### config.mk
export PLATFORM = sky130hd
export DESIGN_NAME = fp_mul_seq_ctrl_flat
export DESIGN_NICKNAME = d
export VERILOG_FILES = /design/src/rtl/fp_mul_pkg.sv /design/src/rtl/fp_mul_seq_ctrl_if.sv /design/src/rtl/fp_mul_shift_add.sv /design/src/rtl/fp_mul_seq_ctrl.sv /design/src/flat_wrapper.sv
export SDC_FILE = /design/constraint.sdc
export NUM_CORES = 1
export LEC_CHECK = 0
export CAP_MARGIN = 40
export CORE_UTILIZATION = 49
export DETAILED_ROUTE_END_ITERATION = 10
export GPL_TIMING_DRIVEN = 0
export PLACE_DENSITY = 0.68
export SYNTH_ARGS = -nofsm -noshare
export SYNTH_HDL_FRONTEND = slang
export SYNTH_HIERARCHICAL = 1
export SYNTH_SLANG_ARGS = --single-unit
### constraint.sdc
create_clock -name clk -period 7.3 [get_ports clk]
set_input_delay 1.095 -clock clk [delete_from_list [all_inputs] [get_ports clk]]
set_output_delay 1.095 -clock clk [all_outputs]
set_load 0.005 [all_outputs]
### src/rtl/fp_mul_pkg.sv
// Shared types and width helpers for the iterative FP multiplier.
// Used by fp_mul_seq_ctrl, its interface and the shift-add core.
package fp_mul_pkg;

  typedef enum logic [2:0] {
    S_IDLE,
    S_UNPACK,
    S_MUL,
    S_NORM,
    S_ROUND,
    S_DONE
  } state_t;

  localparam logic [1:0] RM_RZ  = 2'b00;
  localparam logic [1:0] RM_RU  = 2'b01;
  localparam logic [1:0] RM_RD  = 2'b10;
  localparam logic [1:0] RM_RNE = 2'b11;

  localparam logic [31:0] QNAN_S = 32'h7FC0_0000;
  localparam logic [63:0] QNAN_D = 64'h7FF8_0000_0000_0000;

  function automatic int fp_w(input bit d);
    return d ? 64 : 32;
  endfunction

  function automatic int fp_exp_w(input bit d);
    return d ? 11 : 8;
  endfunction

  function automatic int fp_man_w(input bit d);
    return d ? 53 : 24;
  endfunction

endpackage

### src/rtl/fp_mul_seq_ctrl_if.sv
// Operand/result handshake bundle for fp_mul_seq_ctrl.
// FP_MUL_RM_PORT_EN adds a per-operation rounding mode.
interface fp_mul_seq_ctrl_if
  import fp_mul_pkg::*;
#(
  parameter int W = fp_w(1'b0)
);
  logic         in_valid;
  logic         in_ready;
  logic [W-1:0] op_a;
  logic [W-1:0] op_b;
`ifdef FP_MUL_RM_PORT_EN
  logic [1:0]   rm;
`endif
  logic         out_valid;
  logic         out_ready;
  logic [W-1:0] result;
  logic         flag_inexact;
  logic         flag_overflow;
  logic         flag_underflow;
  logic         flag_invalid;

`ifdef FP_MUL_RM_PORT_EN
  modport master (
    output in_valid, op_a, op_b, rm, out_ready,
    input  in_ready, out_valid, result,
    input  flag_inexact, flag_overflow,
    input  flag_underflow, flag_invalid
  );
  modport slave (
    input  in_valid, op_a, op_b, rm, out_ready,
    output in_ready, out_valid, result,
    output flag_inexact, flag_overflow,
    output flag_underflow, flag_invalid
  );
`else
  modport master (
    output in_valid, op_a, op_b, out_ready,
    input  in_ready, out_valid, result,
    input  flag_inexact, flag_overflow,
    input  flag_underflow, flag_invalid
  );
  modport slave (
    input  in_valid, op_a, op_b, out_ready,
    output in_ready, out_valid, result,
    output flag_inexact, flag_overflow,
    output flag_underflow, flag_invalid
  );
`endif

endinterface

### src/rtl/fp_mul_shift_add.sv
// Radix-2 shift-add mantissa multiplier, one multiplier bit per cycle.
// done is high during the final iteration; prod is valid after that edge.
module fp_mul_shift_add
  import fp_mul_pkg::*;
#(
  parameter int N = fp_man_w(1'b0)
) (
  input  logic           clk,
  input  logic           rst_n,
  input  logic           start,
  input  logic [N-1:0]   a,
  input  logic [N-1:0]   b,
  output logic           done,
  output logic [2*N-1:0] prod
);
  localparam logic [5:0] LAST = 6'(N - 1);

  logic [2*N-1:0] mcand;
  logic [N-1:0]   mplier;
  logic [5:0]     cnt;
  logic           busy;

  assign done = busy & (cnt == LAST);

  always_ff @(posedge clk) begin
    if (!rst_n) begin
      busy   <= 1'b0;
      cnt    <= '0;
      prod   <= '0;
      mcand  <= '0;
      mplier <= '0;
    end else if (start) begin
      busy   <= 1'b1;
      cnt    <= '0;
      prod   <= '0;
      mcand  <= {{N{1'b0}}, a};
      mplier <= b;
    end else if (busy) begin
      if (mplier[0]) prod <= prod + mcand;
      mcand  <= mcand << 1;
      mplier <= mplier >> 1;
      cnt    <= cnt + 6'd1;
      if (cnt == LAST) busy <= 1'b0;
    end
  end

endmodule

### src/rtl/fp_mul_seq_ctrl.sv
// Iterative IEEE-754 multiply sequencer: unpack, shift-add, normalise, round, pack.
// FP_MUL_RM_PORT_EN: rounding mode comes from bus.rm instead of ROUND_MODE.
module fp_mul_seq_ctrl
  import fp_mul_pkg::*;
#(
  parameter bit         IS_DOUBLE  = 1'b0,
  parameter int         W          = fp_w(IS_DOUBLE),
  parameter int         EXP_W      = fp_exp_w(IS_DOUBLE),
  parameter int         N          = fp_man_w(IS_DOUBLE),
  parameter logic [1:0] ROUND_MODE = RM_RNE
) (
  input logic clk,
  input logic rst_n,
  fp_mul_seq_ctrl_if.slave bus
);
  localparam int FW   = N - 1;
  localparam int XW   = EXP_W + 2;
  localparam int BIAS = (1 << (EXP_W - 1)) - 1;
  localparam int EMAX = (1 << EXP_W) - 1;
  localparam logic [W-1:0] QNAN =
    W'(IS_DOUBLE ? QNAN_D : {32'h0, QNAN_S});

  state_t         state;
  logic [W-1:0]   a_r;
  logic [W-1:0]   b_r;
  logic [1:0]     rm_r;
  logic           sign_r;
  logic [XW-1:0]  exp_r;
  logic [2*N-2:0] prod_r;
  logic           spec_r;
  logic           spec_inv_r;
  logic [W-1:0]   spec_res_r;
  logic [W-1:0]   result;
  logic [3:0]     flags;
  logic           out_valid;

  logic [EXP_W-1:0] ea, eb;
  logic [FW-1:0]    fa, fb;
  logic             a_zero, b_zero;
  logic             a_inf, b_inf;
  logic             a_nan, b_nan;
  logic             a_snan, b_snan;
  logic [N-1:0]     ma, mb;
  logic             sign_u;
  logic [XW-1:0]    exp_u;
  logic             nan_u, inf_u;
  logic             spec_u, inv_u;
  logic [W-1:0]     spec_res_u;

  assign ea = a_r[W-2:FW];
  assign eb = b_r[W-2:FW];
  assign fa = a_r[FW-1:0];
  assign fb = b_r[FW-1:0];

  // Denormals fold into zero (flush-to-zero on input).
  assign a_zero = ~|ea;
  assign b_zero = ~|eb;
  assign a_inf  = &ea & ~|fa;
  assign b_inf  = &eb & ~|fb;
  assign a_nan  = &ea & |fa;
  assign b_nan  = &eb & |fb;
  assign a_snan = a_nan & ~fa[FW-1];
  assign b_snan = b_nan & ~fb[FW-1];

  assign ma = a_zero ? '0 : {1'b1, fa};
  assign mb = b_zero ? '0 : {1'b1, fb};

  assign sign_u = a_r[W-1] ^ b_r[W-1];
  assign exp_u  = XW'(ea) + XW'(eb) - XW'(BIAS);
  assign inv_u  = a_snan | b_snan
                | (a_inf & b_zero) | (b_inf & a_zero);
  assign nan_u  = a_nan | b_nan | inv_u;
  assign inf_u  = a_inf | b_inf;
  assign spec_u = nan_u | inf_u | a_zero | b_zero;

  always_comb begin
    spec_res_u = {sign_u, {(W-1){1'b0}}};
    unique case (1'b1)
      nan_u:
        spec_res_u = QNAN;
      ~nan_u & inf_u:
        spec_res_u = {sign_u, {EXP_W{1'b1}}, {FW{1'b0}}};
      default: ;
    endcase
  end

  logic           core_done;
  logic [2*N-1:0] core_prod;

  fp_mul_shift_add #(.N(N)) u_core (
    .clk   (clk),
    .rst_n (rst_n),
    .start (state == S_UNPACK),
    .a     (ma),
    .b     (mb),
    .done  (core_done),
    .prod  (core_prod)
  );

  // prod_r holds the normalised product with the hidden bit dropped.
  logic          g, st, inc, carry;
  logic          ovf, unf, to_max;
  logic [FW-1:0] frac_f;
  logic [XW-1:0] exp_f;
  logic [W-1:0]  pack_res;
  logic [3:0]    pack_flags;

  assign g  = prod_r[N-1];
  assign st = |prod_r[N-2:0];

  always_comb begin
    inc = 1'b0;
    case (rm_r)
      RM_RNE:  inc = g & (st | prod_r[N]);
      RM_RU:   inc = ~sign_r & (g | st);
      RM_RD:   inc = sign_r & (g | st);
      default: inc = 1'b0;
    endcase
  end

  assign {carry, frac_f} = {1'b0, prod_r[2*N-2:N]} + N'(inc);
  assign exp_f  = exp_r + XW'(carry);
  assign ovf    = ~exp_f[XW-1] & (exp_f >= XW'(EMAX));
  assign unf    = exp_f[XW-1] | (exp_f == '0);
  assign to_max = (rm_r == RM_RZ)
                | ((rm_r == RM_RU) & sign_r)
                | ((rm_r == RM_RD) & ~sign_r);

  // flags packing: {invalid, overflow, underflow, inexact}
  always_comb begin
    pack_res   = {sign_r, exp_f[EXP_W-1:0], frac_f};
    pack_flags = {3'b000, g | st};
    unique case (1'b1)
      spec_r: begin
        pack_res   = spec_res_r;
        pack_flags = {spec_inv_r, 3'b000};
      end
      ~spec_r & ovf: begin
        pack_res = to_max
          ? {sign_r, {(EXP_W-1){1'b1}}, 1'b0, {FW{1'b1}}}
          : {sign_r, {EXP_W{1'b1}}, {FW{1'b0}}};
        pack_flags = 4'b0101;
      end
      ~spec_r & unf: begin
        pack_res   = {sign_r, {(W-1){1'b0}}};
        pack_flags = 4'b0011;
      end
      default: ;
    endcase
  end

  assign bus.in_ready       = (state == S_IDLE) & rst_n;
  assign bus.out_valid      = out_valid;
  assign bus.result         = result;
  assign bus.flag_invalid   = flags[3];
  assign bus.flag_overflow  = flags[2];
  assign bus.flag_underflow = flags[1];
  assign bus.flag_inexact   = flags[0];

  always_ff @(posedge clk) begin
    if (!rst_n) begin
      state      <= S_IDLE;
      out_valid  <= 1'b0;
      result     <= '0;
      flags      <= '0;
      a_r        <= '0;
      b_r        <= '0;
      rm_r       <= ROUND_MODE;
      sign_r     <= 1'b0;
      exp_r      <= '0;
      prod_r     <= '0;
      spec_r     <= 1'b0;
      spec_inv_r <= 1'b0;
      spec_res_r <= '0;
    end else begin
      unique case (state)
        S_IDLE: begin
          if (bus.in_valid & bus.in_ready) begin
            a_r   <= bus.op_a;
            b_r   <= bus.op_b;
`ifdef FP_MUL_RM_PORT_EN
            rm_r  <= bus.rm;
`else
            rm_r  <= ROUND_MODE;
`endif
            state <= S_UNPACK;
          end
        end
        S_UNPACK: begin
          sign_r     <= sign_u;
          exp_r      <= exp_u;
          spec_r     <= spec_u;
          spec_inv_r <= inv_u;
          spec_res_r <= spec_res_u;
          state      <= S_MUL;
        end
        S_MUL: begin
          if (core_done) state <= S_NORM;
        end
        S_NORM: begin
          if (core_prod[2*N-1]) begin
            prod_r <= core_prod[2*N-2:0];
            exp_r  <= exp_r + XW'(1);
          end else begin
            prod_r <= {core_prod[2*N-3:0], 1'b0};
          end
          state <= S_ROUND;
        end
        S_ROUND: begin
          result    <= pack_res;
          flags     <= pack_flags;
          out_valid <= 1'b1;
          state     <= S_DONE;
        end
        S_DONE: begin
          if (bus.out_ready) begin
            out_valid <= 1'b0;
            state     <= S_IDLE;
          end
        end
        default: state <= S_IDLE;
      endcase
    end
  end

endmodule

### src/flat_wrapper.sv
// flat-port wrapper written by rule: the top's interface ports become plain ports
module fp_mul_seq_ctrl_flat import fp_mul_pkg::*;
#(
  parameter bit         IS_DOUBLE  = 1'b0,
  parameter int         W          = fp_w(IS_DOUBLE),
  parameter int         EXP_W      = fp_exp_w(IS_DOUBLE),
  parameter int         N          = fp_man_w(IS_DOUBLE),
  parameter logic [1:0] ROUND_MODE = RM_RNE
)
  (clk, rst_n, bus_in_valid, bus_op_a, bus_op_b, bus_out_ready, bus_in_ready, bus_out_valid, bus_result, bus_flag_inexact, bus_flag_overflow, bus_flag_underflow, bus_flag_invalid);
  fp_mul_seq_ctrl_if #(.W(W)) bus_i ();
  input logic clk;
  input logic rst_n;
  input wire logic [$bits(bus_i.in_valid)-1:0] bus_in_valid;
  input wire logic [$bits(bus_i.op_a)-1:0] bus_op_a;
  input wire logic [$bits(bus_i.op_b)-1:0] bus_op_b;
  input wire logic [$bits(bus_i.out_ready)-1:0] bus_out_ready;
  output wire logic [$bits(bus_i.in_ready)-1:0] bus_in_ready;
  output wire logic [$bits(bus_i.out_valid)-1:0] bus_out_valid;
  output wire logic [$bits(bus_i.result)-1:0] bus_result;
  output wire logic [$bits(bus_i.flag_inexact)-1:0] bus_flag_inexact;
  output wire logic [$bits(bus_i.flag_overflow)-1:0] bus_flag_overflow;
  output wire logic [$bits(bus_i.flag_underflow)-1:0] bus_flag_underflow;
  output wire logic [$bits(bus_i.flag_invalid)-1:0] bus_flag_invalid;
  assign bus_i.in_valid = bus_in_valid;
  assign bus_i.op_a = bus_op_a;
  assign bus_i.op_b = bus_op_b;
  assign bus_i.out_ready = bus_out_ready;
  assign bus_in_ready = bus_i.in_ready;
  assign bus_out_valid = bus_i.out_valid;
  assign bus_result = bus_i.result;
  assign bus_flag_inexact = bus_i.flag_inexact;
  assign bus_flag_overflow = bus_i.flag_overflow;
  assign bus_flag_underflow = bus_i.flag_underflow;
  assign bus_flag_invalid = bus_i.flag_invalid;
  fp_mul_seq_ctrl #(.IS_DOUBLE(IS_DOUBLE), .W(W), .EXP_W(EXP_W), .N(N), .ROUND_MODE(ROUND_MODE)) u_core (.clk(clk), .rst_n(rst_n), .bus(bus_i));
endmodule
* Word level (Yosys, flattened, before mapping)
Index checks and enable logic that the tools add are counted.
** Operators by class
- Mux-type cells :: 21
- Equality and inequality tests :: 10
- Reduce and logical (&&, ||, !) cells :: 22
- $add $sub $neg :: 7
- Bitwise gates (word level) :: 35
- Magnitude comparators :: 1
** Operator list (number)
- 24-bit two-way mux :: 6
- 32-bit case mux with 3 select lines :: 1
- 23-bit OR reduction :: 3
- 32-bit case mux with 2 select lines :: 1
- 48-bit adder :: 1
- 47-bit two-way mux :: 1
- 23-bit by 1-bit adder with 24-bit output :: 1
- 10-bit case mux with 2 select lines :: 1
- 3-bit case mux with 6 select lines :: 1
- 1-bit bitwise AND :: 16
- 8-bit AND reduction :: 2
- 8-bit OR reduction :: 2
- 1-bit bitwise OR :: 12
- 4-bit case mux with 3 select lines :: 1
- 10-bit by 1-bit adder with 10-bit output :: 1
- 10-bit by 1-bit adder with 10-bit output, second input constant :: 1
- 10-bit by 8-bit >= comparator with 1-bit output, second input constant :: 1
- 10-bit logical NOT :: 1
- 10-bit two-way mux :: 1
- 10-bit by 7-bit subtractor with 10-bit output, second input constant :: 1
- 8-bit by 8-bit adder with 9-bit output :: 1
- 3-bit two-way mux :: 3
- 2-bit AND reduction :: 4
- 6-bit by 1-bit adder with 6-bit output, second input constant :: 1
- other kinds (15) :: 32
** Word-level totals
- Output and inout port bits :: 38
- Word-level logic and storage cells :: 114
- Flip-flop bits (word level) :: 323
- Input bits :: 68

* Depth between registers and ports, before layout
Gate-level depths: netlist of the first run.
- Depth after elaboration :: 10
- Mapped depth :: 15
- Mapped depth without buffers :: 13

* Cells and area by module
The synthesis of the first run kept the hierarchy.
** Modules (own cells, without submodules)
- fp_mul_seq_ctrl :: times used 1, area each 8400.6 µm², seq. area each 3343.2 µm², cells each 1009
- fp_mul_shift_add :: times used 1, area each 7791.2 µm², seq. area each 2542.4 µm², cells each 969

* Least setup slack after synthesis of the first run
Ideal clock, no wire load.
- Path type :: register -> register
- From :: register u_core.prod_r[26]
- To :: register u_core.result[26] (netlist: u_core/bus.result[26])
- Slack :: 4.256 ns
- Path buffers :: 1
- Setup time :: 0.129 ns
- Data arrival time :: 2.915 ns
- Clock period less this slack :: 3.044 ns
- Cell stages (with the launch flop) :: 15
- Path through :: dfxtp_1 -> nand4_1 -> or2_2 -> clkbuf_1 -> nor2_1 -> nand2_1 -> nor2_1 -> ha_1 -> ha_1 -> nand3_1 -> nor3_1 -> xor2_1 -> a31o_2 -> a221oi_4 -> o21ai_1
** Between the ends
- Word-level cells in the longest chain between the ends :: 6
- Elaborated cells on any way between the ends :: 10
- Those cells by class :: add/sub (2); order compare (1); mux (1); bitwise (5); reduce/logical (1)
** Ends and longest elaborated chain
- start: declaration :: RTL line fp_mul_seq_ctrl.sv:29 : logic [2*N-2:0] prod_r;
- start signal: assignment :: RTL line fp_mul_seq_ctrl.sv:202 : prod_r <= core_prod[2*N-2:0];
- start signal: assignment :: RTL line fp_mul_seq_ctrl.sv:205 : prod_r <= {core_prod[2*N-3:0], 1'b0};
- 23-bit by 1-bit adder with 24-bit output (*) :: RTL line fp_mul_seq_ctrl.sv:121 : assign {carry, frac_f} = {1'b0, prod_r[2*N-2:N]} + N'(inc);
- 10-bit by 1-bit adder with 10-bit output (*) :: RTL line fp_mul_seq_ctrl.sv:122 : assign exp_f = exp_r + XW'(carry);
- 10-bit by 8-bit >= comparator with 1-bit output, or another cell as far along :: RTL line fp_mul_seq_ctrl.sv:123 : assign ovf = ~exp_f[XW-1] & (exp_f >= XW'(EMAX));
- 1-bit bitwise AND or 1-bit bitwise OR (tied branches) :: RTL line fp_mul_seq_ctrl.sv:123, fp_mul_seq_ctrl.sv:124
- 1-bit bitwise AND (on tied branches) :: RTL line fp_mul_seq_ctrl.sv:138, fp_mul_seq_ctrl.sv:144
- 32-bit case mux with 3 select lines (*) :: RTL line fp_mul_seq_ctrl.sv:133 : unique case (1'b1)
- end signal: assignment :: RTL line fp_mul_seq_ctrl.sv:210 : result <= pack_res;
- end: declaration :: RTL line fp_mul_seq_ctrl.sv:33 : logic [W-1:0] result;
Every way passes the cells marked *; elsewhere a longest branch is shown, timed or not.
A chain may end at the register's enable or synchronous reset.

* Worst setup path after layout of the first run
- From :: input rst_n
- To :: output bus_in_ready
** Between the ends
- Word-level cells in the longest chain between the ends :: 1
** Ends and longest elaborated chain
- start: declaration :: RTL line flat_wrapper.sv:13 : input logic rst_n;
- 1-bit bitwise AND :: RTL line fp_mul_seq_ctrl.sv:152 : assign bus.in_ready = (state == S_IDLE) & rst_n;
- end: declaration :: RTL line flat_wrapper.sv:18 : output wire logic [$bits(bus_i.in_ready)-1:0] bus_in_ready;
Every way passes these cells.

==> impl_summary.txt, run 1 <==
----------------------------------------------------
[Yosys]
  Number of enable flip-flop cells after synthesis ... 0
  Syn nets ... 2115
  Mean Syn Cell Area ... 8.19 µm²
  Most area-consuming cells after synthesis ... dfxtp_1 36%, nand2_1 8.6%, mux2i_1 7.5%
  Number of synthesized register bits ... 294
  Warnings, synthesis ... 6
  Largest area contributor in the netlist ... dfxtp_1
  Share of flip-flops with an asynchronous set or reset ... 0%
  Post-synth top cells ... 371 x nand2_1, 294 x dfxtp_1, 178 x o21ai_0
  Most used flip-flop cell after synthesis ... dfxtp_1
  Area share of the leading cell type in the synthesized netlist ... 36.3%
  Most frequently used cell type in the post-synthesis netlist ... nand2_1
  Share of synthesized area occupied by flip-flops and latches ... 36.3%
  Combined area of all synthesized cells ... 16200 µm²
  Number of different library cells in the post-synthesis netlist ... 85
  Count of mapped cells out of synthesis ... 1978

[Pwr]
  P per Cell Area ... 246 nW/µm²
  Power dissipated by switching net loads ... 0.00147 W
  Clock group share of total power ... 35.1%
  Leakage component of the power ... 7.52 nW
  Sequential power share ... 40.7%
  Total power of the final layout ... 0.00463 W
  Portion of total power attributed to combinational logic ... 24.2%
  Pint ... 0.00316 W
  Worst-case vdd ir drop ... 0.166 mV
  Proportion of total power due to net switching ... 31.8%

[Layout]
  FF+latch area ... 5890 µm²
  Area overhead of the layout relative to synthesis ... 16.4%
  Final instance area ... 18800 µm²
  Total Nets Final ... 2256
  Area used by multi-input combinational logic ... 9570 µm²
  Filler cells ... 3060
  Fraction of layout cells with a size suffix above 1 ... 5.89%

[Global route]
  Antenna violations before repair ... 0
  Overflow left after global routing ... 0
  Vias in the first global route ... 13745
  Total GRT Usage ... 25.8%
  Pin count of the biggest net entering global routing ... 13
  Global-route wire length before repair ... 70300 µm

[CTS]
  Count of hold buffers inserted by post-cts repair ... 0
  Quantity of gates resized following cts ... 0
  Clock tree from TritonCTS ... built
  Clock root cell ... clkbuf_16
  Clock insertion delay at the later pin of the skew report ... 0.51 ns
  Number of buffers inserted during clock tree synthesis ... 34
  Count of buffers added by post-CTS timing repair for setup ... 0
  Clock transition time at the flip-flop clock pins of the worst setup and hold paths ... 0.05 ns
  # clock sinks ... 294
  Worst-case clock buffer depth ... 3
  H-tree level count ... 2

[Die]
  Die width ... 184 µm
  Total Die Area ... 33800 µm²
  Area inside the core boundary ... 32500 µm²
  Count of boundary I/O pins ... 106
  Count of standard-cell rows ... 66
  Effective utilization at floorplan ... 49.8%
  DIE HEIGHT ... 184 µm

[Drt]
  Number of detailed-route iterations in the first pass ... 5
  Remaining antenna violation count after routing ... 0
  Vias after detailed routing ... 14495
  Vias per cell ... 5.61
  Initial detailed-routing violation count ... 878
  Overall routed net length ... 43400 µm
  Post-route DRC violation count ... 0
  DR WL/cell ... 16.8 µm

[Outcome]
  Result of the run ... finished clean

[STA]
  Unrepaired setup endpoints after global routing ... false
  Post-route setup TNS ... 0 ns
  Final worst-path cycle share ... 54.5%
  Slew at the pin closest to its max-slew limit ... 0.893 ns
  Time the final worst path needs with I/O delays and setup ... 3.98 ns
  Count of pins over their slew limit ... 0
  Layout Skew ... 0.0177 ns
  Highest Clock Rate ... 251 MHz
  Count of final hold-check violations ... 0
  Setup Viol. Count Final ... 0
  Rel. slew slack ... 40.0%

[Placement]
  Post-Place Cell Area ... 17800 µm²
  Last weighted congestion value of the routability-driven placer ... 0.912
  Count of buffers inserted at the top-level ports ... 105
  Final HPWL from detailed placement ... 33000 µm

[Worst hold path]
  Hold Crit Start ... u_core/bus.result[14]
  Min-delay worst type ... reg2reg

[Setup path]
  Critical path required time ... 6.20 ns
  Crit Reg-Reg Startpoint ... u_core/prod_r[23]
  Crit path arrival time ... 2.89 ns
  Worst setup EP type ... primary output
  Start point of the critical path ... rst_n
  Critical path class ... in2out
  Largest fanout on the critical path ... 10
  Worst Setup Start Kind ... input port

[Run]
  Max-capacitance violation count ... 0

----------------------------------------------------
-- worst max-delay path, cell delays in order --
cell             delay (ns)
clkdlybuf4s50_1        0.82
nor4b_1                0.40
clkdlybuf4s50_1        0.57
-- flip-flops by register name, summed over array words and instances (netlist names), 6 cells and up --
| signal | count |
|---|---|
| u_core/u_core/mplier | 24 |
| u_core/u_core/prod | 48 |
| u_core/u_core/cnt | 6 |
| u_core/exp_r | 10 |
| u_core/bus.result | 32 |
| u_core/u_core/mcand | 48 |
| u_core/b_r | 32 |
| u_core/prod_r | 47 |
| u_core/a_r | 32 |
-- logic make-up after synthesis --
family,Yosys count,synth area share [%]
multiplexers,124,7.68
adder cells (fa/ha/maj),69,5.42
buffers and inverters,167,4.57
AND/OR/NAND/NOR,782,22.9
XOR/XNOR,69,3.73
AO/OA/AOI/OAI,473,19.4
flip-flops,294,36.3
-- through the flow --
stage / util, % / hold WS [ns] / instances / setup WS [ns]
after CTS: 57.9 / 0.456 / 2582 / 3.29
after global routing: 57.9 / 0.465 / 2582 / 3.17
final: 57.9 / 0.449 / 2583 / 3.32
after floorplan: - / 0.441 / 1978 / 4.26
after detailed placement: 54.7 / 0.443 / 2525 / 3.29
after global placement: 54.7 / 0.438 / 2525 / 3.30
-- path summary, 6_finish.rpt --
kind / end / slack, ns / cells past startpoint
worst min-delay path: u_core/bus.result[14] / 0.45 / 2
worst min register to register: u_core/bus.result[14] / 0.45 / 2
worst max-delay path: bus_in_ready / 3.32 / 3
worst max register to register: u_core/bus.result[25] / 3.55 / 14
-- layout by cell type, fill, tap and decap left out, types with 10 or more instances in the layout --
cell type / count
nand3_1: 37
clkdlybuf4s50_1: 105
clkbuf_1: 101
o21ai_2: 18
and3_1: 16
nand2_1: 371
clkbuf_16: 35
nor2_1: 107
a211oi_1: 10
o21ai_0: 178
a21o_1: 23
xnor2_1: 38
nor3_1: 30
o211a_1: 50
and2_1: 101
dfxtp_1: 294
xor2_1: 31
a21oi_1: 98
nand4_1: 41
inv_1: 33
nor4_1: 21
o21bai_1: 11
buf_2: 21
ha_1: 67
mux2i_1: 122
-- final cells by class --
| cell class | count | share of cell area [%] |
|---|---|---|
| Inverter | 34 | 0.677 |
| Clock buffer | 51 | 5.23 |
| Timing Repair Buffer | 105 | 5.58 |
| Multi-Input combinational cell | 1517 | 50.8 |
| Buffer | 133 | 3.25 |
| Antenna cell | 1 | 0.0133 |
| Sequential cell | 294 | 31.2 |
| Clock inverter | 6 | 0.332 |
| Tap cell | 442 | 2.93 |
-- power by group through the flow --
stage	clock network [W]	logic, W	registers, W
6_report	0.00162	0.00112	0.00189
5_1_grt	0.00172	0.00124	0.00191
4_1_cts	0.00166	0.00112	0.00188
3_5_place_dp	0	0.00111	0.00192
3_3_place_gp	0	0.00109	0.00191
2_1_floorplan	0	0.000763	0.00188
-- metal layers --
| metal | wire [µm] | GRT usage (%) |
|---|---|---|
| met5 | 0 | 0 |
| met4 | 1060 | 7.77 |
| met3 | 2190 | 3.33 |
| met2 | 20500 | 44.3 |
| met1 | 19600 | 33.5 |
Note: power is estimated with default switching activity, not from simulation.
==> run 2: changes to the inputs <==
PLACE_DENSITY = 0.71   (was 0.68)
clock period = 3.4 ns   (was 7.3 ns; I/O delays follow)
==> run 2 against run 1 <==
Against the previous run:
- hold slack barely moved
- utilization rose by 0.45 points
- clock skew fell by 0.0019 ns
- count of clock-buffer cells in the layout fell by 7
- via count fell by 0.24%
- register-to-register slack got worse by 3.4 ns
- critical path depth rose by 11
- routed wire length fell by 0.19%
- sequential cell count did not move
- non-clock buffer count rose by 10
- sequential power rose by 110%
- combinational power rose by 120%
- largest cell class unchanged
- largest power group unchanged
- highest routed layer unchanged
==> impl_summary.txt, run 2 (same netlist as run 1, synthesis figures left out) <==
----------------------------------------------------
[Outcome]
  Result of the run ... finished clean

[Setup path]
  Critical path class ... reg2reg
  Top delay family on crit path ... simple AND/OR/NAND/NOR gates
  Start point of the critical path ... u_core/prod_r[31]
  Cell count along the critical path ... 14 (+11)
  Crit path arrival time ... 3.78 ns (+0.89 ns)
  Crit Reg-Reg Startpoint ... u_core/prod_r[31]
  CP peak stage delay ... 0.38 ns (-0.44 ns)
  Worst setup EP type ... flip-flop
  Number of buffer and inverter instances along the worst setup path ... 1 (-1)
  Logic depth of the worst register-to-register path ... 14 (unchanged)
  Largest fanout on the critical path ... 10 (unchanged)
  Critical path cell sequence ... and4_2 > nand4_1 > nor2_4 > nand2_1 > nor2_1 > ha_1 > ha_2 > nand3_2 > nor3_4 > xor2_2 > a31oi_4 > nand4_4 > buf_6 > o21ai_2
  Destination of the worst register-to-register timing path ... u_core/bus.result[12]
  Critical path required time ... 3.89 ns (-2.31 ns)
  Worst reg2reg setup slack ... 0.11 ns (-3.44 ns)
  Worst Setup Start Kind ... flip-flop
  End point of the critical path ... u_core/bus.result[12]
  Cell with the largest stage delay on the worst path ... dfxtp_1

[Placement]
  Final HPWL from detailed placement ... 32900 µm (-0.24%)
  Worst slack at placement ... -0.264 ns (-3.55 ns)
  Post-Place Cell Area ... 17800 µm² (unchanged)
  Count of buffers inserted at the top-level ports ... 105 (unchanged)
  Last weighted congestion value of the routability-driven placer ... 0.910 (-0.23%)

[Layout]
  Highest-count cells in the layout ignoring fill and taps ... 371 x nand2_1, 290 x dfxtp_1, 178 x o21ai_0
  Largest registers ... u_core/u_core/mcand (48), u_core/u_core/prod (48), u_core/prod_r (47)
  Final instance area ... 19000 µm² (+0.78%)
  Total Nets Final ... 2263 (+0.31%)
  Area overhead of the layout relative to synthesis ... 17.3%
  Filler cells ... 2991 (-2.3%)
  Fraction of layout cells with a size suffix above 1 ... 7.53% (+1.6 points)
  Antenna Cells ... 0 (-1)
  Most frequent standard cell in the layout excluding fill and tap cells ... nand2_1

[STA]
  Rel. slew slack ... 37.7% (-2.3 points)
  Count of final hold-check violations ... 0 (unchanged)
  Time the final worst path needs with I/O delays and setup ... 3.29 ns
  Slew at the pin closest to its max-slew limit ... 0.935 ns (+0.0417 ns)
  Crit path setup slack, layout ... 0.110 ns (-3.21 ns)
  Count of pins over their slew limit ... 0 (unchanged)
  Highest Clock Rate ... 304 MHz
  Final worst-path cycle share ... 96.8%
  Layout Skew ... 0.0158 ns (-0.00190 ns)
  Setup Viol. Count Final ... 0 (unchanged)

[Die]
  Total Die Area ... 33800 µm² (unchanged)
  Count of standard-cell rows ... 66 (unchanged)
  Count of boundary I/O pins ... 106 (unchanged)
  Die width ... 184 µm (unchanged)
  DIE HEIGHT ... 184 µm (unchanged)
  Effective utilization at floorplan ... 49.8% (unchanged)
  Area inside the core boundary ... 32500 µm² (unchanged)

[CTS]
  Number of buffers inserted during clock tree synthesis ... 31 (-8.8%)
  Clock tree from TritonCTS ... built
  Worst-case clock buffer depth ... 3 (unchanged)
  # clock sinks ... 294 (unchanged)
  H-tree level count ... 1 (-1)
  Clock transition time at the flip-flop clock pins of the worst setup and hold paths ... 0.06 ns (about the same)
  Clock insertion delay at the later pin of the skew report ... 0.56 ns (+0.05 ns)
  Clock root cell ... clkbuf_16

[Drt]
  Initial detailed-routing violation count ... 1062 (+21%)
  DR WL/cell ... 16.7 µm (-0.54%)
  Overall routed net length ... 43300 µm (-0.19%)
  Vias after detailed routing ... 14460 (-0.24%)
  Post-route DRC violation count ... 0 (unchanged)
  Remaining antenna violation count after routing ... 0 (unchanged)
  Vias per cell ... 5.58 (-0.59%)
  Number of detailed-route iterations in the first pass ... 6 (+1)

[Worst hold path]
  Min-delay worst type ... reg2reg

[Pwr]
  Total power of the final layout ... 0.00989 W (+110%)
  Worst-case vdd ir drop ... 0.503 mV (+200%)
  P per Cell Area ... 521 nW/µm² (+110%)
  Leakage component of the power ... 7.59 nW (+0.82%)

[Global route]
  Global-route wire length before repair ... 70000 µm (-0.46%)
  Vias in the first global route ... 13775 (+0.22%)
  Antenna violations before repair ... 0 (unchanged)
  Pin count of the biggest net entering global routing ... 16 (+3)
  Overflow left after global routing ... 0 (unchanged)
  Total GRT Usage ... 25.6% (-0.21 points)

[Run]
  Max-capacitance violation count ... 0 (unchanged)

----------------------------------------------------
-- run 2: cell types whose count changed in the layout (fill, tap and decap cells not counted), moves of 4 or more --
| cell | previous run | this run |
|---|---|---|
| dfxtp_1 | 294 | 290 |
| clkinvlp_4 | 0 | 4 |
| clkbuf_1 | 101 | 92 |
| buf_4 | 5 | 16 |
| dfxtp_2 | 0 | 4 |
| clkbuf_16 | 35 | 31 |
-- run 2: tightest hold or removal path: cells and delay by family, from the launching register on --
kind,cells,cell delay [ns]
AND/OR/NAND/NOR,1,0.05
flip-flops,1,0.31
AO/OA/AOI/OAI,1,0.05
-- run 2: worst min path at each step --
stage	start	cells past startpoint	slack, ns	to
after CTS	u_core/bus.result[1]	2	0.45	u_core/bus.result[1]
after global routing	u_core/bus.result[13]	2	0.48	u_core/bus.result[13]
after global placement	u_core/bus.result[6]	2	0.44	u_core/bus.result[6]
after detailed placement	u_core/bus.result[13]	2	0.44	u_core/bus.result[13]
final	u_core/bus.result[11]	2	0.45	u_core/bus.result[11]
after floorplan	u_core/prod_r[0]	2	0.44	u_core/prod_r[0]
-- run 2: layer usage --
metal	share of wire (%)	vias up	track usage [%]
met4	3.7	0	9.60
met1	46	6701	34.0
met5	0	-	0
met2	46	405	42.5
met3	4.7	90	2.85
li1	-	7264	-
-- run 2: final cells by class --
cell class | count | area, µm² | share of cell area (%)
tap | 442 | 553 | 2.91
clock inverter | 13 | 133 | 0.698
buffer | 132 | 612 | 3.22
clock buffer | 44 | 905 | 4.76
timing repair buffer | 116 | 1130 | 5.97
inverter | 34 | 128 | 0.672
sequential | 294 | 5890 | 31.0
multi-input combinational | 1517 | 9640 | 50.8
-- run 2: stage by stage --
step / util, % / hold WS [ns] / TNS [ns] / cells
2_1_floorplan: - / 0.441 / 0 / 1978
3_3_place_gp: 54.7 / 0.437 / -5.61 / 2525
3_5_place_dp: 54.7 / 0.444 / -7.33 / 2525
4_1_cts: 57.9 / 0.455 / 0 / 2581
5_1_grt: 58.4 / 0.475 / -0.541 / 2592
6_report: 58.4 / 0.449 / 0 / 2592
-- run 2: repair_timing --
action                                  4_1_cts  5_1_grt
cloned                                        0        0
setup buffers                                 0       11
resized for setup                             5       20
hold buffers                                  0        0
pin swaps                                     2        9
endpoints found under the setup margin       34       79
-- run 2: report_power, final --
part / switching [W] / internal [W] / total [W]
sequential: 0.000269 / 0.00378 / 0.00405
combinational: 0.00148 / 0.000955 / 0.00244
clock: 0.00140 / 0.00200 / 0.00340
total: 0.00315 / 0.00673 / 0.00989
==> run 3: changes to the inputs <==
CORE_MARGIN = 2   (was default)
==> run 3 against run 2 <==
Against the previous run:
- sequential cell count unchanged
- non-clock buffer count decreased by 6
- sequential share of layout area increased by 0.17 points
- hold slack got worse by 0.0021 ns
- utilization decreased by 0.32 points
- critical path depth unchanged
==> impl_summary.txt, run 3 (same netlist as run 1, synthesis figures left out) <==
----------------------------------------------------
[Outcome]
  Result of the run ... finished clean

[Setup path]
  Start point of the critical path ... u_core/prod_r[30]
  End point of the critical path ... u_core/bus.result[11]
  Worst reg2reg setup slack ... 0.07 ns (-0.04 ns)
  Largest fanout on the critical path ... 10 (unchanged)
  Worst Setup Start Kind ... flip-flop
  Crit Reg-Reg Startpoint ... u_core/prod_r[30]
  Destination of the worst register-to-register timing path ... u_core/bus.result[11]
  Crit path arrival time ... 3.77 ns (about the same)
  Critical path required time ... 3.85 ns (-0.04 ns)
  Logic depth of the worst register-to-register path ... 14 (unchanged)
  Worst setup EP type ... flip-flop
  Critical path class ... reg2reg

[Layout]
  Highest-count cells in the layout ignoring fill and taps ... 371 x nand2_1, 290 x dfxtp_1, 178 x o21ai_0
  Final instance area ... 18900 µm² (-0.54%)
  Antenna Cells ... 0 (unchanged)
  Total Nets Final ... 2257 (-0.27%)
  Largest registers ... u_core/u_core/mcand (48), u_core/u_core/prod (48), u_core/prod_r (47)
  Area overhead of the layout relative to synthesis ... 16.7%
  Most frequent standard cell in the layout excluding fill and tap cells ... nand2_1
  Fraction of layout cells with a size suffix above 1 ... 7.04% (-0.50 points)

[CTS]
  Number of buffers inserted during clock tree synthesis ... 31 (unchanged)
  Clock root cell ... clkbuf_16
  Clock transition time at the flip-flop clock pins of the worst setup and hold paths ... 0.06 ns (about the same)
  Worst-case clock buffer depth ... 3 (unchanged)
  # clock sinks ... 294 (unchanged)
  H-tree level count ... 1 (unchanged)
  Clock insertion delay at the later pin of the skew report ... 0.57 ns (about the same)
  Clock tree from TritonCTS ... built

[Pwr]
  Clock group share of total power ... 33.4% (-1.0 points)
  Sequential power share ... 41.8% (+0.8 points)
  Portion of total power attributed to combinational logic ... 24.8% (about the same)
  P per Cell Area ... 514 nW/µm² (-1.2%)
  Leakage component of the power ... 7.54 nW (-0.62%)
  Pint ... 0.00657 W (-2.4%)
  Power dissipated by switching net loads ... 0.00314 W (-0.32%)
  Worst-case vdd ir drop ... 0.413 mV (-18%)
  Proportion of total power due to net switching ... 32.3% (+0.47 points)
  Total power of the final layout ... 0.00971 W (-1.8%)

[Die]
  Effective utilization at floorplan ... 49.8% (unchanged)
  Count of standard-cell rows ... 66 (unchanged)
  DIE HEIGHT ... 186 µm (+1.1%)
  Count of boundary I/O pins ... 106 (unchanged)
  Area inside the core boundary ... 32500 µm² (unchanged)
  Die width ... 186 µm (+1.1%)
  Total Die Area ... 34500 µm² (+2.2%)

[Placement]
  Last weighted congestion value of the routability-driven placer ... 0.922 (+1.3%)
  Post-Place Cell Area ... 17800 µm² (unchanged)
  Final HPWL from detailed placement ... 32900 µm (-0.11%)
  Count of buffers inserted at the top-level ports ... 105 (unchanged)

[Global route]
  Overflow left after global routing ... 0 (unchanged)
  Pin count of the biggest net entering global routing ... 16 (unchanged)
  Vias in the first global route ... 13953 (+1.3%)
  Total GRT Usage ... 25.0% (-0.56 points)
  Global-route wire length before repair ... 69900 µm (about the same)
  Antenna violations before repair ... 0 (unchanged)

[Worst hold path]
  Min-delay worst type ... reg2reg

[Drt]
  Number of detailed-route iterations in the first pass ... 6 (unchanged)
  DR WL/cell ... 16.8 µm (+0.66%)
  Vias per cell ... 5.67 (+1.7%)
  Overall routed net length ... 43500 µm (+0.46%)
  Vias after detailed routing ... 14679 (+1.5%)
  Remaining antenna violation count after routing ... 0 (unchanged)
  Initial detailed-routing violation count ... 1134 (+6.8%)
  Post-route DRC violation count ... 0 (unchanged)

[STA]
  Count of final hold-check violations ... 0 (unchanged)
  Slew at the pin closest to its max-slew limit ... 0.907 ns (-0.0277 ns)
  Time the final worst path needs with I/O delays and setup ... 3.33 ns (+0.0351 ns)
  Count of pins over their slew limit ... 0 (unchanged)
  Highest Clock Rate ... 301 MHz (-1.1%)
  Setup Viol. Count Final ... 0 (unchanged)
  Final worst-path cycle share ... 97.8% (+1.0 points)
  Rel. slew slack ... 39.5% (+1.8 points)
  Layout Skew ... 0.0162 ns (+0.000386 ns)

[Run]
  Max-capacitance violation count ... 0 (unchanged)

----------------------------------------------------
run 3: cell types whose count changed in the layout (fill, tap and decap cells not counted), moves of 2 or more:
cell	delta
clkinvlp_4	-3
clkinv_2	+2
buf_4	-6
bufinv_16	-2
clkbuf_1	+4
run 3: power by group through the flow:
| stage | registers (W) | logic [W] | clock network, W |
|---|---|---|---|
| 4_1_cts | 0.00405 | 0.00240 | 0.00330 |
| 5_1_grt | 0.00410 | 0.00267 | 0.00345 |
| 6_report | 0.00406 | 0.00241 | 0.00324 |
| 2_1_floorplan | 0.00404 | 0.00164 | 0 |
| 3_3_place_gp | 0.00411 | 0.00233 | 0 |
| 3_5_place_dp | 0.00412 | 0.00237 | 0 |
run 3: stage by stage:
stage | worst slack [ns] | utilization (%) | hold slack, ns | TNS [ns] | instances
finish | 0.0750 | 58.1 | 0.447 | 0 | 2587
global route | -0.0107 | 58.1 | 0.469 | -0.0107 | 2587
CTS | 0.0203 | 57.8 | 0.454 | 0 | 2585
detailed placement | -0.258 | 54.7 | 0.442 | -7.43 | 2525
global placement | -0.194 | 54.7 | 0.437 | -5.38 | 2525
floorplan | 0.356 | - | 0.441 | 0 | 1978
run 3: how the worst min path moves through the flow:
stage                                      from                    end  slack [ns]  depth (start not counted)
after global routing      u_core/bus.result[14]  u_core/bus.result[14]        0.47                          2
after CTS                 u_core/bus.result[11]  u_core/bus.result[11]        0.45                          2
after detailed placement   u_core/bus.result[6]   u_core/bus.result[6]        0.44                          2
after global placement     u_core/bus.result[6]   u_core/bus.result[6]        0.44                          2
after floorplan                u_core/prod_r[0]       u_core/prod_r[0]        0.44                          2
final                     u_core/bus.result[11]  u_core/bus.result[11]        0.45                          2
run 3: final cells by class:
type / instances / area, µm²
flip-flops and latches: 294 / 5890
plain buffers: 132 / 612
fillers: 3025 / 13600
clock inverters: 10 / 60.1
repair buffers: 110 / 1090
well taps: 442 / 553
clock buffers: 48 / 920
inverters: 34 / 128
multi-input cells: 1517 / 9640
run 3: what timing repair did:
item / CTS / global route
endpoints found under the setup margin: 34 / 75
pin swaps: 3 / 5
setup buffers: 2 / 3
gates cloned: 0 / 0
hold buffers: 0 / 0
resized for setup: 4 / 20
run 3: layer usage:
metal | part of all wire (%) | vias up | global-route usage (%)
li1 | - | 7247 | -
met1 | 45 | 6899 | 32.6
met2 | 47 | 450 | 43.7
met3 | 5.1 | 83 | 2.58
met4 | 2.7 | 0 | 7.09
met5 | 0 | - | 0
run 3: critical path: stages (launching register included):
cell	delay [ns]
dfxtp_1	0.41
and4_2	0.29
nand4_1	0.22
nor2_4	0.19
nand2_1	0.06
nor2_1	0.14
ha_2	0.23
ha_2	0.22
xor2_1	0.30
nand4_1	0.14
nor3_1	0.40
a31oi_4	0.17
nand4_4	0.15
buf_6	0.19
o21ai_1	0.08
